--- src/rtl/pipeline_pkg.sv ---
// Shared types and constants for the LEGv8 pipeline registers.
package pipeline_pkg;

  typedef struct packed {
    logic       RegWrite;
    logic       MemRead;
    logic       MemWrite;
    logic       MemToReg;
    logic       ALUSrc;
    logic [2:0] ALUOp;
    logic       Branch;
    logic       UncondBr;
  } ctrl_t;

  localparam logic [4:0] XZR      = 5'd31;
  localparam ctrl_t      CTRL_NOP = '0;

endpackage

--- src/rtl/id_ex_stage_sat_counter.sv ---
// Event counter that sticks at its maximum value instead of wrapping.
module sat_counter #(
  parameter int CW = 16
) (
  input  logic          clk,
  input  logic          reset,
  input  logic          inc,
  output logic [CW-1:0] count
);

  localparam logic [CW-1:0] ONE = 1;

  logic [CW-1:0] count_q, count_d;

  always_comb begin
    count_d = count_q;
    if (inc && (count_q != '1)) begin
      count_d = count_q + ONE;
    end
  end

  always_ff @(posedge clk) begin
    if (reset) begin
      count_q <= '0;
    end else begin
      count_q <= count_d;
    end
  end

  assign count = count_q;

endmodule

--- src/rtl/id_ex_stage.sv ---
// ID/EX pipeline register with load-use stall detection, flush bubbles
// and saturating stall/flush event counters.
module id_ex_stage
  import pipeline_pkg::*;
#(
  parameter int DW = 64,
  parameter int CW = 16
) (
  input  logic          clk,
  input  logic          reset,
  input  logic          id_valid,
  input  logic [4:0]    id_rn,
  input  logic [4:0]    id_rm,
  input  logic [4:0]    id_rd,
  input  logic          id_reads_rd,
  input  ctrl_t         id_ctrl,
  input  logic [DW-1:0] id_rdata1,
  input  logic [DW-1:0] id_rdata2,
  input  logic [DW-1:0] id_imm,
  input  logic [DW-1:0] id_pc,
  input  logic          ex_flush,
  output logic          idex_valid,
  output logic [4:0]    idex_rn,
  output logic [4:0]    idex_rm,
  output logic [4:0]    idex_rd,
  output ctrl_t         idex_ctrl,
  output logic [DW-1:0] idex_rdata1,
  output logic [DW-1:0] idex_rdata2,
  output logic [DW-1:0] idex_imm,
  output logic [DW-1:0] idex_pc,
  output logic          pc_write,
  output logic          ifid_write,
  output logic          stall,
  output logic [CW-1:0] stall_cnt,
  output logic [CW-1:0] flush_cnt
);

  logic          valid_q, valid_d;
  ctrl_t         ctrl_q, ctrl_d;
  logic [4:0]    rn_q, rn_d, rm_q, rm_d, rd_q, rd_d;
  logic [DW-1:0] rdata1_q, rdata1_d, rdata2_q, rdata2_d;
  logic [DW-1:0] imm_q, imm_d, pc_q, pc_d;
  logic          load_use;

  // A load into XZR never produces a value, so it cannot cause a hazard.
  assign load_use = valid_q && ctrl_q.MemRead && (rd_q != XZR) && id_valid &&
                    ((rd_q == id_rn) || (rd_q == id_rm) ||
                     (id_reads_rd && (rd_q == id_rd)));

  assign stall      = load_use && !ex_flush;
  assign pc_write   = !stall;
  assign ifid_write = !stall;

  always_comb begin
    valid_d  = id_valid;
    ctrl_d   = id_valid ? id_ctrl : CTRL_NOP;
    rn_d     = id_valid ? id_rn : XZR;
    rm_d     = id_valid ? id_rm : XZR;
    rd_d     = id_valid ? id_rd : XZR;
    rdata1_d = id_rdata1;
    rdata2_d = id_rdata2;
    imm_d    = id_imm;
    pc_d     = id_pc;
    // Bubbles carry Rd=XZR and no control so forwarding never matches them.
    if (ex_flush || stall) begin
      valid_d  = 1'b0;
      ctrl_d   = CTRL_NOP;
      rn_d     = XZR;
      rm_d     = XZR;
      rd_d     = XZR;
      rdata1_d = '0;
      rdata2_d = '0;
      imm_d    = '0;
      pc_d     = '0;
    end
  end

  always_ff @(posedge clk) begin
    if (reset) begin
      valid_q  <= 1'b0;
      ctrl_q   <= CTRL_NOP;
      rn_q     <= XZR;
      rm_q     <= XZR;
      rd_q     <= XZR;
      rdata1_q <= '0;
      rdata2_q <= '0;
      imm_q    <= '0;
      pc_q     <= '0;
    end else begin
      valid_q  <= valid_d;
      ctrl_q   <= ctrl_d;
      rn_q     <= rn_d;
      rm_q     <= rm_d;
      rd_q     <= rd_d;
      rdata1_q <= rdata1_d;
      rdata2_q <= rdata2_d;
      imm_q    <= imm_d;
      pc_q     <= pc_d;
    end
  end

  assign idex_valid  = valid_q;
  assign idex_ctrl   = ctrl_q;
  assign idex_rn     = rn_q;
  assign idex_rm     = rm_q;
  assign idex_rd     = rd_q;
  assign idex_rdata1 = rdata1_q;
  assign idex_rdata2 = rdata2_q;
  assign idex_imm    = imm_q;
  assign idex_pc     = pc_q;

  sat_counter #(.CW(CW)) u_stall_cnt (
    .clk   (clk),
    .reset (reset),
    .inc   (stall),
    .count (stall_cnt)
  );

  sat_counter #(.CW(CW)) u_flush_cnt (
    .clk   (clk),
    .reset (reset),
    .inc   (ex_flush),
    .count (flush_cnt)
  );

endmodule
--- config.mk ---
export PLATFORM = sky130hd
export DESIGN_NAME = id_ex_stage
export DESIGN_NICKNAME = d
export VERILOG_FILES = /design/src/rtl/pipeline_pkg.sv /design/src/rtl/id_ex_stage_sat_counter.sv /design/src/rtl/id_ex_stage.sv
export SDC_FILE = /design/constraint.sdc
export NUM_CORES = 1
export LEC_CHECK = 0
export CAP_MARGIN = 5
export CORE_AREA = 2 2 237 239
export DETAILED_ROUTE_END_ITERATION = 10
export DIE_AREA = 0 0 239 241
export SLEW_MARGIN = 20
export SYNTH_ARGS = -nofsm -noshare
export SYNTH_HDL_FRONTEND = slang
export SYNTH_SLANG_ARGS = --single-unit
--- constraint.sdc ---
create_clock -name clk -period 2.02 [get_ports clk]
set_input_delay 0.202 -clock clk [delete_from_list [all_inputs] [get_ports clk]]
set_output_delay 0.202 -clock clk [all_outputs]
set_load 0.01 [all_outputs]
# Word-level counts from Yosys, hierarchy flattened
# Index checks and enable logic that the tools add are counted.
# word_totals
ff_bits	314
inputBits	286
word_cells	42
# classes
add_sub_neg	2
n_eq_ne	6
bitwise	1
reduce_logical	15
# ops
operator	n
$add A16 B1 Y16 const B	2
$ne A16 B16 Y1 const B	2
$eq A5 B5 Y1	3
$logic_and A1 B1 Y1	8
$ne A5 B5 Y1 const B	1
$logic_or A1 B1 Y1	3
$reduce_or A3 Y1	1
$logic_not A1 Y1	2
$reduce_or A2 Y1	1
$not A1 Y1	1

# Depth between registers and ports, before layout
# Gate-level depths: netlist (run 1).
# depth
ltp_word	7
depth_mapped	8

# Modules after synthesis
# Synthesis (run 1) repeated with hierarchy kept, for this count alone.
# unflattened
hier_cells	1530
hier_area_um2	14236.2
# modules_own_cells
mod	instances	cells_per_inst	area_per_inst_um2	seq_area_each_um2
id_ex_stage	1	1332	12539.5	5645.4
sat_counter	2	99	848.3	320.3

# Least setup slack after synthesis (run 1)
# OpenSTA, ideal clock, no wires.
# synth_timing
path_type	register to output
start	register rd_q[4], in the netlist idex_rd[4]
end	output pc_write
t_arrival_ns	1.854
t_required_ns	1.818
slack_ns	-0.036
path_stages_with_launch	8
n_path_buf	2
path_cell_list	dfxtp_1 xnor2_1 nand3_1 nor3_1 nor3_4 clkbuf_1 or3_1 buf_4
# synth_via
elab_chain_cells	6
elab_cells_between_ends	12
classes_between	4 x eq/ne; 8 x reduce/logical
# synth_lines
item	line	source
from (decl)	id_ex_stage.sv:40	logic [4:0] rn_q, rn_d, rm_q, rm_d, rd_q, rd_d;
from (signal assigned)	id_ex_stage.sv:94	rd_q <= rd_d;
$ne A5 B5 Y1, or another cell as far along	id_ex_stage.sv:46	assign load_use = valid_q && ctrl_q.MemRead && (rd_q != XZR) && id_valid &&
$logic_and A1 B1 Y1, or another cell as far along	id_ex_stage.sv:46	
$logic_and A1 B1 Y1 or $logic_or A1 B1 Y1 (tied branches)	id_ex_stage.sv:46, id_ex_stage.sv:47	
$logic_and A1 B1 Y1 *	id_ex_stage.sv:46	
$logic_and A1 B1 Y1 *	id_ex_stage.sv:50	assign stall = load_use && !ex_flush;
$logic_not A1 Y1 *	-	
to (decl)	id_ex_stage.sv:31	output logic pc_write,
# Mark *: on every way between the ends. The rest lies on a longest branch, timed or not.

# Worst setup path after layout (run 1)
# layout_timing
start	register rd_q[3], in the netlist idex_rd[3]
end	output stall
# layout_via
elab_chain_cells	5
elab_cells_between_ends	11
classes_between	4 x eq/ne; 7 x reduce/logical
# layout_lines
item	line	source
$ne A5 B5 Y1, or another cell as far along	id_ex_stage.sv:46	
$logic_and A1 B1 Y1, or another cell as far along	id_ex_stage.sv:46	
$logic_and A1 B1 Y1 or $logic_or A1 B1 Y1 (tied branches)	id_ex_stage.sv:46, id_ex_stage.sv:47	
$logic_and A1 B1 Y1 *	id_ex_stage.sv:46	
$logic_and A1 B1 Y1 *	id_ex_stage.sv:50	
to (decl)	id_ex_stage.sv:33	output logic stall,
# Marks and branches as above.

==> results.txt, run 1 <==
Status = finished with violations
Failing checks = negative setup slack
Die footprint = 57600 sq um
Detailed Route Iter0 Violations = 319
Nets@finish = 1814
Root Buffer = clkbuf_16
Clk_lat worst skew = 0.56 ns
Global-route wire length before repair = 53500 um
Final hold vios = 0
GR Util All Layers = 12.6%
Int Pwr = 11.9 mW
Number of global-route vias before repair = 8421
Port buffer count = 602
Sequential cell area fraction in the yosys report = 66.7%
Final period utilization = 120%
Main synth FF type = dfxtp_1
Synth top area share = 66.7%
Combinational Power Share = 13.1%
Dpl ws = -0.616 ns
Worst setup margin = -0.400 ns
Worst Hold Class = in -> reg
Starting Density = 17.2%
Maximum clock frequency = 0.413 GHz
CTS tree = yes
Synth top area cells = dfxtp_1, and2_1, xnor2_1, xor2_1, nor2_1
Critical Path RT = 1.82 ns
Initial antenna violation count = 3
Largest net degree at the start of global routing = 54
WS Path Type = reg -> out
DP Wirelength = 28200 um
Drt pass-1 iters = 4
Setup Skew = 0.0230 ns
Distinct cell type count after synthesis = 45
CP Launch Type = register
Max VDD drop = 0.597 mV
Std-Cell Rows = 86
RSZ-0062 raised after global routing = true
Max cap viols = 0
Clock power frac = 44.7%
Layout cells sized above 1 = 29.2%
Critical path's top delay family = simple AND/OR/NAND/NOR gates
Final setup violation count = 301
I/O pin cnt = 603
Placement Cell Area = 16600 sq um
Max Root-Sink Buffers = 3
Cell area after synthesis = 9420 sq um
Most frequent cells in the layout = clkdlybuf4s50_1, dfxtp_1, and2_4
GRT overflow = 0
Multi-input logic area = 3760 sq um
Syn nets = 1102
Relative slew slack = 70.1%
ANT cells = 0
CP Cell Sequence = xor2_1 > nor4_1 > and3_1 > nor3_4 > or3_4 > inv_2 > buf_6
Critical Path AT = 2.22 ns
Ys async rst share = 0%
Area leader, netlist = dfxtp_1
Critical path's slowest cell = or3_4
H-tree levels = 2
Commonest non-fill, non-tap cell in the layout = clkdlybuf4s50_1
Pwr dens = 774 nW/um^2
Synthesis Warnings = 0
Vias/cell = 3.72
Worst-Margin Slew = 0.449 ns
#FFs+latches synth = 314
Routed WL per cell = 19.0 um
NetSw = 3.49 mW
Synth Instances = 814
Die Y = 241 um
Via count = 8404
GPL Wtd Cong = 0.811
CP bufs+invs = 2
CP max stage delay = 0.38 ns
Highest net fanout along the worst path = 3
Die X-Extent = 239 um
Clk pin slew, worst setup/hold paths = 0.06 ns
Post-synth EDFFs = 0
Inserted Clock Buffers = 37
Max Slew Vio Count = 0
Routed WL = 42800 um
Cell area after layout = 19900 sq um
Sequential share of power = 42.1%
Sw Ratio = 22.7%
FF/Latch Area = 6300 sq um
DRC errors left = 0
DRT antenna net count = 0
# fillers = 5329
Core area = 54900 sq um
Syn-to-layout area delta = 111%
Critical path capture point type = output pin
Lkg Pwr = 7.84 nW
Hold buffer count at cts = 0
Fin crit period = 2.42 ns
Syn avg cell area = 11.6 sq um
Clock sinks = 314
-- logic make-up (layout without fill, tap and decap cells) --
logic type | Yosys count | after routing | share of synthesized area (%)
simple gates | 388 | 388 | 25.1
mux | 8 | 8 | 0.929
compound gates | 30 | 31 | 2.18
fa+ha+maj | 2 | 2 | 0.265
buf+inv | 45 | 784 | 2.35
flops | 314 | 314 | 66.7
xor+xnor | 27 | 27 | 2.51
-- routing by layer --
metal	global-route usage, %	vias to the layer above	wire (um)
met5	0	-	13
met4	3.96	2	796
met3	5.25	45	3980
met2	21.9	389	21900
met1	14.0	3931	16100
li1	-	4037	-
-- synthesized netlist by cell type, types with 5 or more instances --
| cell | n |
|---|---|
| nand2_1 | 11 |
| nor2_1 | 29 |
| or4_1 | 5 |
| or3_1 | 7 |
| mux2_2 | 6 |
| nor3_1 | 7 |
| xor2_1 | 13 |
| nor2b_1 | 6 |
| xnor2_1 | 14 |
| a21oi_1 | 12 |
| and2_1 | 256 |
| nand4_1 | 11 |
| o21ai_0 | 5 |
| nand3_1 | 9 |
| inv_1 | 5 |
| clkbuf_2 | 20 |
| or2_2 | 11 |
| dfxtp_1 | 314 |
| and3_1 | 13 |
| clkbuf_1 | 11 |
-- power by group through the flow --
stage,clock network [mW],logic [mW],registers (mW)
floorplan,0,0.253,6.73
global placement,0,1.51,6.62
detailed placement,0,1.52,6.63
CTS,7.14,1.67,6.49
global route,7.37,2.14,6.51
finish,6.89,2.02,6.49
-- what timing repair did --
item                       in CTS  in global routing
setup buffers                   4                 25
resized for setup              51                291
setup endpoints to repair     301                301
gates cloned                   11                 26
pin swaps                       6                214
-- sequential cells by signal, indices dropped and copies added (netlist names) --
signal             cells
idex_ctrl             10
idex_rm                5
u_flush_cnt.count     16
idex_valid             1
idex_imm              64
idex_rdata2           64
idex_pc               64
idex_rdata1           64
idex_rn                5
u_stall_cnt.count     16
idex_rd                5
-- final cells by class --
cell class              instances  share of cell area, %
repair buffers                712                   38.6
flip-flops and latches        314                   31.6
clock buffers                  51                   5.42
well taps                     704                   4.42
clock inverters                16                  0.943
multi-input cells             456                   18.9
inverters                       5                 0.0943
-- final timing paths --
kind	startpoint	to	slack (ns)	depth (start not counted)
max	idex_rd[3]	stall	-0.40	7
min	id_rdata2[56]	idex_rdata2[56]	0.20	2
max reg2reg	idex_rd[3]	idex_ctrl[4]	-0.39	11
min reg2reg	u_stall_cnt.count[8]	u_stall_cnt.count[8]	0.52	2
-- per-stage QoR --
stage	power (mW)	std cells	TNS (ns)	util [%]	hold slack, ns
floorplan	6.99	814	0	-	0.302
global placement	8.13	2131	-127.33	30.2	0.493
detailed placement	8.15	2131	-126.64	30.2	0.500
CTS	15.3	2213	-70.64	33.4	0.154
global route	16.0	2258	-110.33	36.3	0.162
finish	15.4	2258	-83.22	36.3	0.202
-- worst register-to-register path, delay by kind of cell, from the launching register on --
| family | cells | cell delay, ns |
|---|---|---|
| AOI/OAI and AO/OA | 1 | 0.28 |
| xor gates and xnor gates | 1 | 0.16 |
| buffers and inverters | 5 | 0.72 |
| DFF | 1 | 0.34 |
| and+or+nand+nor | 4 | 0.80 |
Note: power is estimated with default switching activity, not from simulation.
==> inputs of run 2 (changes only) <==
Settings changed: CTS_CLUSTER_DIAMETER set to 150, RECOVER_POWER set to 100.
==> run 2 against run 1 <==
Effect of this change: the run still ends with negative setup slack left; clock power hardly changed; hold slack worse by 0.00096 ns; cell count stayed put; sequential share of layout area about the same; global-route usage stayed put; largest cell class unchanged; utilization about the same; critical path depth stayed put; die area stayed put; worst setup slack better by 0.0015 ns; clock skew grew 0.00069 ns.
==> results.txt, run 2 (synthesis gave the netlist of run 1 again) <==
# fillers = 5333 (+0.075%)
Die X-Extent = 239 um (unchanged)
Critical path capture point type = output pin
WL met2 = 21900 um (about the same)
Number of global-route vias before repair = 8421 (unchanged)
Met3 wire len = 3880 um (-2.3%)
H-tree levels = 2 (unchanged)
Cell area after layout = 19900 sq um (about the same)
Largest net degree at the start of global routing = 54 (unchanged)
Max VDD drop = 0.595 mV (-0.31%)
Sum of negative setup slack = -81.46 ns (+1.76 ns)
ANT cells = 0 (unchanged)
Fin crit period = 2.42 ns (-0.00153 ns)
Port buffer count = 602 (unchanged)
CP Launch Type = register
Final hold vios = 0 (unchanged)
Via count = 8424 (+0.24%)
Worst Hold Class = in -> reg
RSZ-0062 raised after global routing = true
Final setup violation count = 301 (unchanged)
Max Root-Sink Buffers = 3 (unchanged)
Lkg Pwr = 8.65 nW (+10%)
Syn-to-layout area delta = 111% (about the same)
Die Y = 241 um (unchanged)
Commonest non-fill, non-tap cell in the layout = dlygate4sd3_1
Worst-Margin Slew = 0.452 ns (+0.00250 ns)
Max Slew Vio Count = 0 (unchanged)
Vias/cell = 3.73 (+0.24%)
Clk pin slew, worst setup/hold paths = 0.06 ns (about the same)
Placement Cell Area = 16600 sq um (unchanged)
Std-Cell Rows = 86 (unchanged)
Reg2Reg Setup Slack = -0.39 ns (about the same)
CTS tree = yes
Max cap viols = 0 (unchanged)
GR Util All Layers = 12.6% (unchanged)
Core area = 54900 sq um (unchanged)
DP Wirelength = 28200 um (unchanged)
Starting Density = 17.2% (unchanged)
Worst Hold Depth = 2 (unchanged)
I/O pin cnt = 603 (unchanged)
Nets@finish = 1814 (unchanged)
Maximum clock frequency = 0.414 GHz (about the same)
Most frequent cells in the layout = dlygate4sd3_1, dfxtp_1, clkdlybuf4s50_1
Pwr dens = 770 nW/um^2 (-0.53%)
Highest net fanout along the worst path = 3 (unchanged)
Setup Skew = 0.0237 ns (+0.000687 ns)
Routed WL = 42700 um (-0.19%)
DRT antenna net count = 0 (unchanged)
Failing checks = negative setup slack
Relative slew slack = 69.9% (-0.17 points)
Initial antenna violation count = 3 (unchanged)
DRC errors left = 0 (unchanged)
WS Path Type = reg -> out
Die footprint = 57600 sq um (unchanged)
GRT overflow = 0 (unchanged)
Clock sinks = 314 (unchanged)
Root Buffer = clkbuf_16
Total power = 15.3 mW (-0.59%)
Critical Path RT = 1.82 ns (about the same)
Final period utilization = 120% (about the same)
Critical Path AT = 2.22 ns (about the same)
Clk_lat worst skew = 0.56 ns (about the same)
Inserted Clock Buffers = 37 (unchanged)
Detailed Route Iter0 Violations = 267 (-16%)
Drt pass-1 iters = 6 (+2)
Status = finished with violations
Routed WL per cell = 18.9 um (-0.19%)
Layout cells sized above 1 = 29.0% (-0.19 points)
M1 WL = 16100 um (about the same)
Worst setup margin = -0.398 ns (+0.00153 ns)
GPL Wtd Cong = 0.811 (unchanged)
R2R depth = 11 (unchanged)
Top sig layer = met5
Dpl ws = -0.616 ns (unchanged)
Global-route wire length before repair = 53500 um (unchanged)
-- run 2: cell types whose count changed in the layout (fill, tap and decap cells not counted) --
cell	previous run	this run
o21ai_1	1	0
clkbuf_1	4	7
dlygate4sd3_1	0	314
clkdlybuf4s50_1	599	285
o21ai_0	5	6
buf_4	41	38
-- run 2: worst max-delay path: stages, from the launching register on --
cell,delay (ns)
dfxtp_2,0.34
xor2_1,0.16
nor4_1,0.30
and3_1,0.26
nor3_4,0.06
or3_4,0.38
inv_2,0.08
buf_6,0.10
-- run 2: timing repair --
item / in CTS / in global routing
endpoints found under the setup margin: 301 / 301
cloned: 11 / 26
pin swaps: 6 / 214
hold buffers: 0 / 0
resized for setup: 51 / 291
setup buffers: 4 / 25
-- run 2: cell type report --
cell class,instances,area (sq um),area share [%]
Timing Repair Buffer,712,7670,38.6
Inverter,5,18.8,0.0943
Clock buffer,51,1080,5.42
Tap cell,704,881,4.43
Sequential cell,314,6300,31.7
Multi-Input combinational cell,456,3760,18.9
Clock inverter,16,188,0.943
-- run 2: stage by stage --
stage | hold slack, ns | util (%) | std cells
6_report | 0.201 | 36.3 | 2258
3_5_place_dp | 0.500 | 30.2 | 2131
3_3_place_gp | 0.493 | 30.2 | 2131
4_1_cts | 0.154 | 33.4 | 2213
5_1_grt | 0.162 | 36.3 | 2258
2_1_floorplan | 0.302 | - | 814
-- run 2: power by group --
part | leakage [nW] | total, mW | switching [mW] | internal, mW
combinational | 5.45 | 1.94 | 0.660 | 1.28
clock | 0.629 | 6.90 | 2.76 | 4.14
sequential | 2.57 | 6.48 | 0.0655 | 6.42
total | 8.65 | 15.3 | 3.48 | 11.8
-- run 2: path summary, 6_finish.rpt --
path / from / endpoint
max: idex_rd[3] / stall
min: id_rdata2[56] / idex_rdata2[56]
max reg2reg: idex_rd[3] / idex_ctrl[4]
min reg2reg: u_stall_cnt.count[8] / u_stall_cnt.count[8]
-- run 2: per-layer routing --
layer	up-vias	track usage [%]
li1	4041	-
met1	3947	14.0
met2	388	21.9
met3	46	5.25
met4	2	3.96
met5	-	0
==> inputs of run 3 (changes only) <==
Settings changed: SKIP_CTS_REPAIR_TIMING set to 1.
==> run 3 against run 2 <==
Effect of this change: the flow still finishes with violations (negative setup slack); combinational power barely moved; routed wire length fell by 2.2%; non-clock buffer count fell by 8; critical path type unchanged; largest cell class unchanged; largest power group unchanged.
==> results.txt, run 3 (synthesis gave the netlist of run 1 again) <==
Reg2Reg Setup Slack = -0.42 ns (-0.03 ns)
Top sig layer = met5
Critical path capture point type = output pin
CTS tree = yes
Worst Hold Depth = 2 (unchanged)
Port buffer count = 602 (unchanged)
Final period utilization = 124% (+4.4 points)
Final hold vios = 0 (unchanged)
Placement Cell Area = 16600 sq um (unchanged)
Critical Path AT = 2.30 ns (+0.08 ns)
Inserted Clock Buffers = 37 (unchanged)
Die Y = 241 um (unchanged)
Drt pass-1 iters = 4 (-2)
Root Buffer = clkbuf_16
Final setup violation count = 301 (unchanged)
Worst reg2reg startpoint = idex_rd[2]
Layout cells sized above 1 = 31.0% (+2.0 points)
ANT cells = 0 (unchanged)
Most frequent cells in the layout = clkdlybuf4s50_1, dfxtp_1, dlygate4sd3_1
I/O pin cnt = 603 (unchanged)
Min-delay src = id_rdata2[18]
Initial antenna violation count = 3 (unchanged)
Min-Delay Endpoint = idex_rdata2[18]
Core area = 54900 sq um (unchanged)
Max Root-Sink Buffers = 3 (unchanged)
Worst setup margin = -0.486 ns (-0.0882 ns)
NetSw = 3.47 mW (-0.26%)
Clk_lat worst skew = 0.56 ns (about the same)
Lkg Pwr = 8.48 nW (-2.0%)
Max cap viols = 0 (unchanged)
Met3 wire len = 3990 um (+2.7%)
H-tree levels = 2 (unchanged)
Setup Skew = 0.0236 ns (-0.0000954 ns)
Die X-Extent = 239 um (unchanged)
DRT antenna net count = 0 (unchanged)
Std-Cell Rows = 86 (unchanged)
Clock power frac = 45.1% (about the same)
GRT overflow = 0 (unchanged)
R2R depth = 11 (unchanged)
Global-route wire length before repair = 49400 um (-7.6%)
Routed WL per cell = 18.6 um (-1.9%)
Syn-to-layout area delta = 110%
Critical Path RT = 1.82 ns (about the same)
Clk pin slew, worst setup/hold paths = 0.06 ns (about the same)
WS Path Type = reg -> out
Die footprint = 57600 sq um (unchanged)
GR Util All Layers = 11.5% (-1.2 points)
Crit path launch = idex_rd[2]
Nets@finish = 1806 (-0.44%)
Max Slew Vio Count = 0 (unchanged)
GPL Wtd Cong = 0.811 (unchanged)
Largest net degree at the start of global routing = 108 (+100%)
Vias/cell = 3.74 (+0.30%)
Status = finished with violations
Failing checks = negative setup slack
DRC errors left = 0 (unchanged)
WL met2 = 21000 um (-4.0%)
Maximum clock frequency = 0.399 GHz (-3.5%)
Sequential share of power = 42.3% (about the same)
Worst Hold Class = in -> reg
Starting Density = 17.2% (unchanged)
Hold WS = 0.222 ns (+0.0207 ns)
Number of global-route vias before repair = 8134 (-3.4%)
Cell area after layout = 19800 sq um (-0.44%)
FF-to-FF End = idex_imm[25]
Fin crit period = 2.51 ns (+0.0882 ns)
RSZ-0062 raised after global routing = true
Via count = 8419 (-0.059%)
Sw Ratio = 22.7% (-0.044 points)
CP Launch Type = register
Detailed Route Iter0 Violations = 303 (+13%)
M1 WL = 15900 um (-1.1%)
Commonest non-fill, non-tap cell in the layout = clkdlybuf4s50_1
Routed WL = 41800 um (-2.2%)
Relative slew slack = 71.6% (+1.7 points)
Worst-Margin Slew = 0.425 ns (-0.0267 ns)
DP Wirelength = 28200 um (unchanged)
Highest net fanout along the worst path = 5 (+2)
Pwr dens = 773 nW/um^2 (+0.38%)
Combinational Power Share = 12.6% (about the same)
Clock sinks = 314 (unchanged)
Int Pwr = 11.8 mW (about the same)
Max VDD drop = 0.596 mV (+0.19%)
-- run 3: cell count changes in the layout (fill, tap and decap cells not counted), moves of 2 or more --
cell             delta
clkdlybuf4s50_1    +57
dlygate4sd3_1      -57
buf_16              -7
dfxtp_2             -2
and2_4             +37
buf_4               -3
clkbuf_16           +4
dfxtp_1             +2
and2_1             -37
buf_12              -3
-- run 3: critical path, stage by stage (launching register included) --
cell	delay [ns]
dfxtp_4	0.37
xor2_1	0.17
nor4_1	0.31
and3_1	0.26
nor3_4	0.07
or3_4	0.41
inv_2	0.08
buf_6	0.10
-- run 3: area by class of cell --
| class | count | area (sq um) |
|---|---|---|
| multi-input combinational | 456 | 3820 |
| clock inverter | 16 | 188 |
| fill | 5357 | 35100 |
| tap | 704 | 881 |
| sequential | 314 | 6300 |
| timing repair buffer | 704 | 7520 |
| inverter | 5 | 18.8 |
| clock buffer | 51 | 1080 |
-- run 3: power groups by stage --
stage / logic [mW] / clock network [mW] / registers (mW)
final: 1.93 / 6.90 / 6.48
after detailed placement: 1.52 / 0 / 6.63
after CTS: 1.53 / 7.14 / 6.49
after global routing: 2.04 / 7.37 / 6.50
after global placement: 1.51 / 0 / 6.62
after floorplan: 0.253 / 0 / 6.73
-- run 3: per-stage QoR --
step                instances  setup WS (ns)  power, mW  utilization (%)  setup TNS [ns]
floorplan                 814         0.0241       6.99                -               0
global placement         2131         -0.641       8.13             30.2         -127.33
detailed placement       2131         -0.616       8.15             30.2         -126.64
CTS                      2198         -0.960       15.2             32.5          -55.88
global route             2250         -0.553       15.9             36.1         -102.16
finish                   2250         -0.486       15.3             36.1          -85.81
-- run 3: metal layers --
metal,vias up,GRT usage (%)
met5,-,0
met4,2,3.67
met3,48,5.36
met2,393,19.1
met1,3956,13.0
li1,4020,-
-- run 3: how the worst max path moves through the flow --
stage	to	slack, ns	cells after the start
floorplan	pc_write	0.02	7
CTS	stall	-0.96	7
global placement	stall	-0.64	8
global route	stall	-0.55	7
detailed placement	stall	-0.62	8
finish	stall	-0.49	7
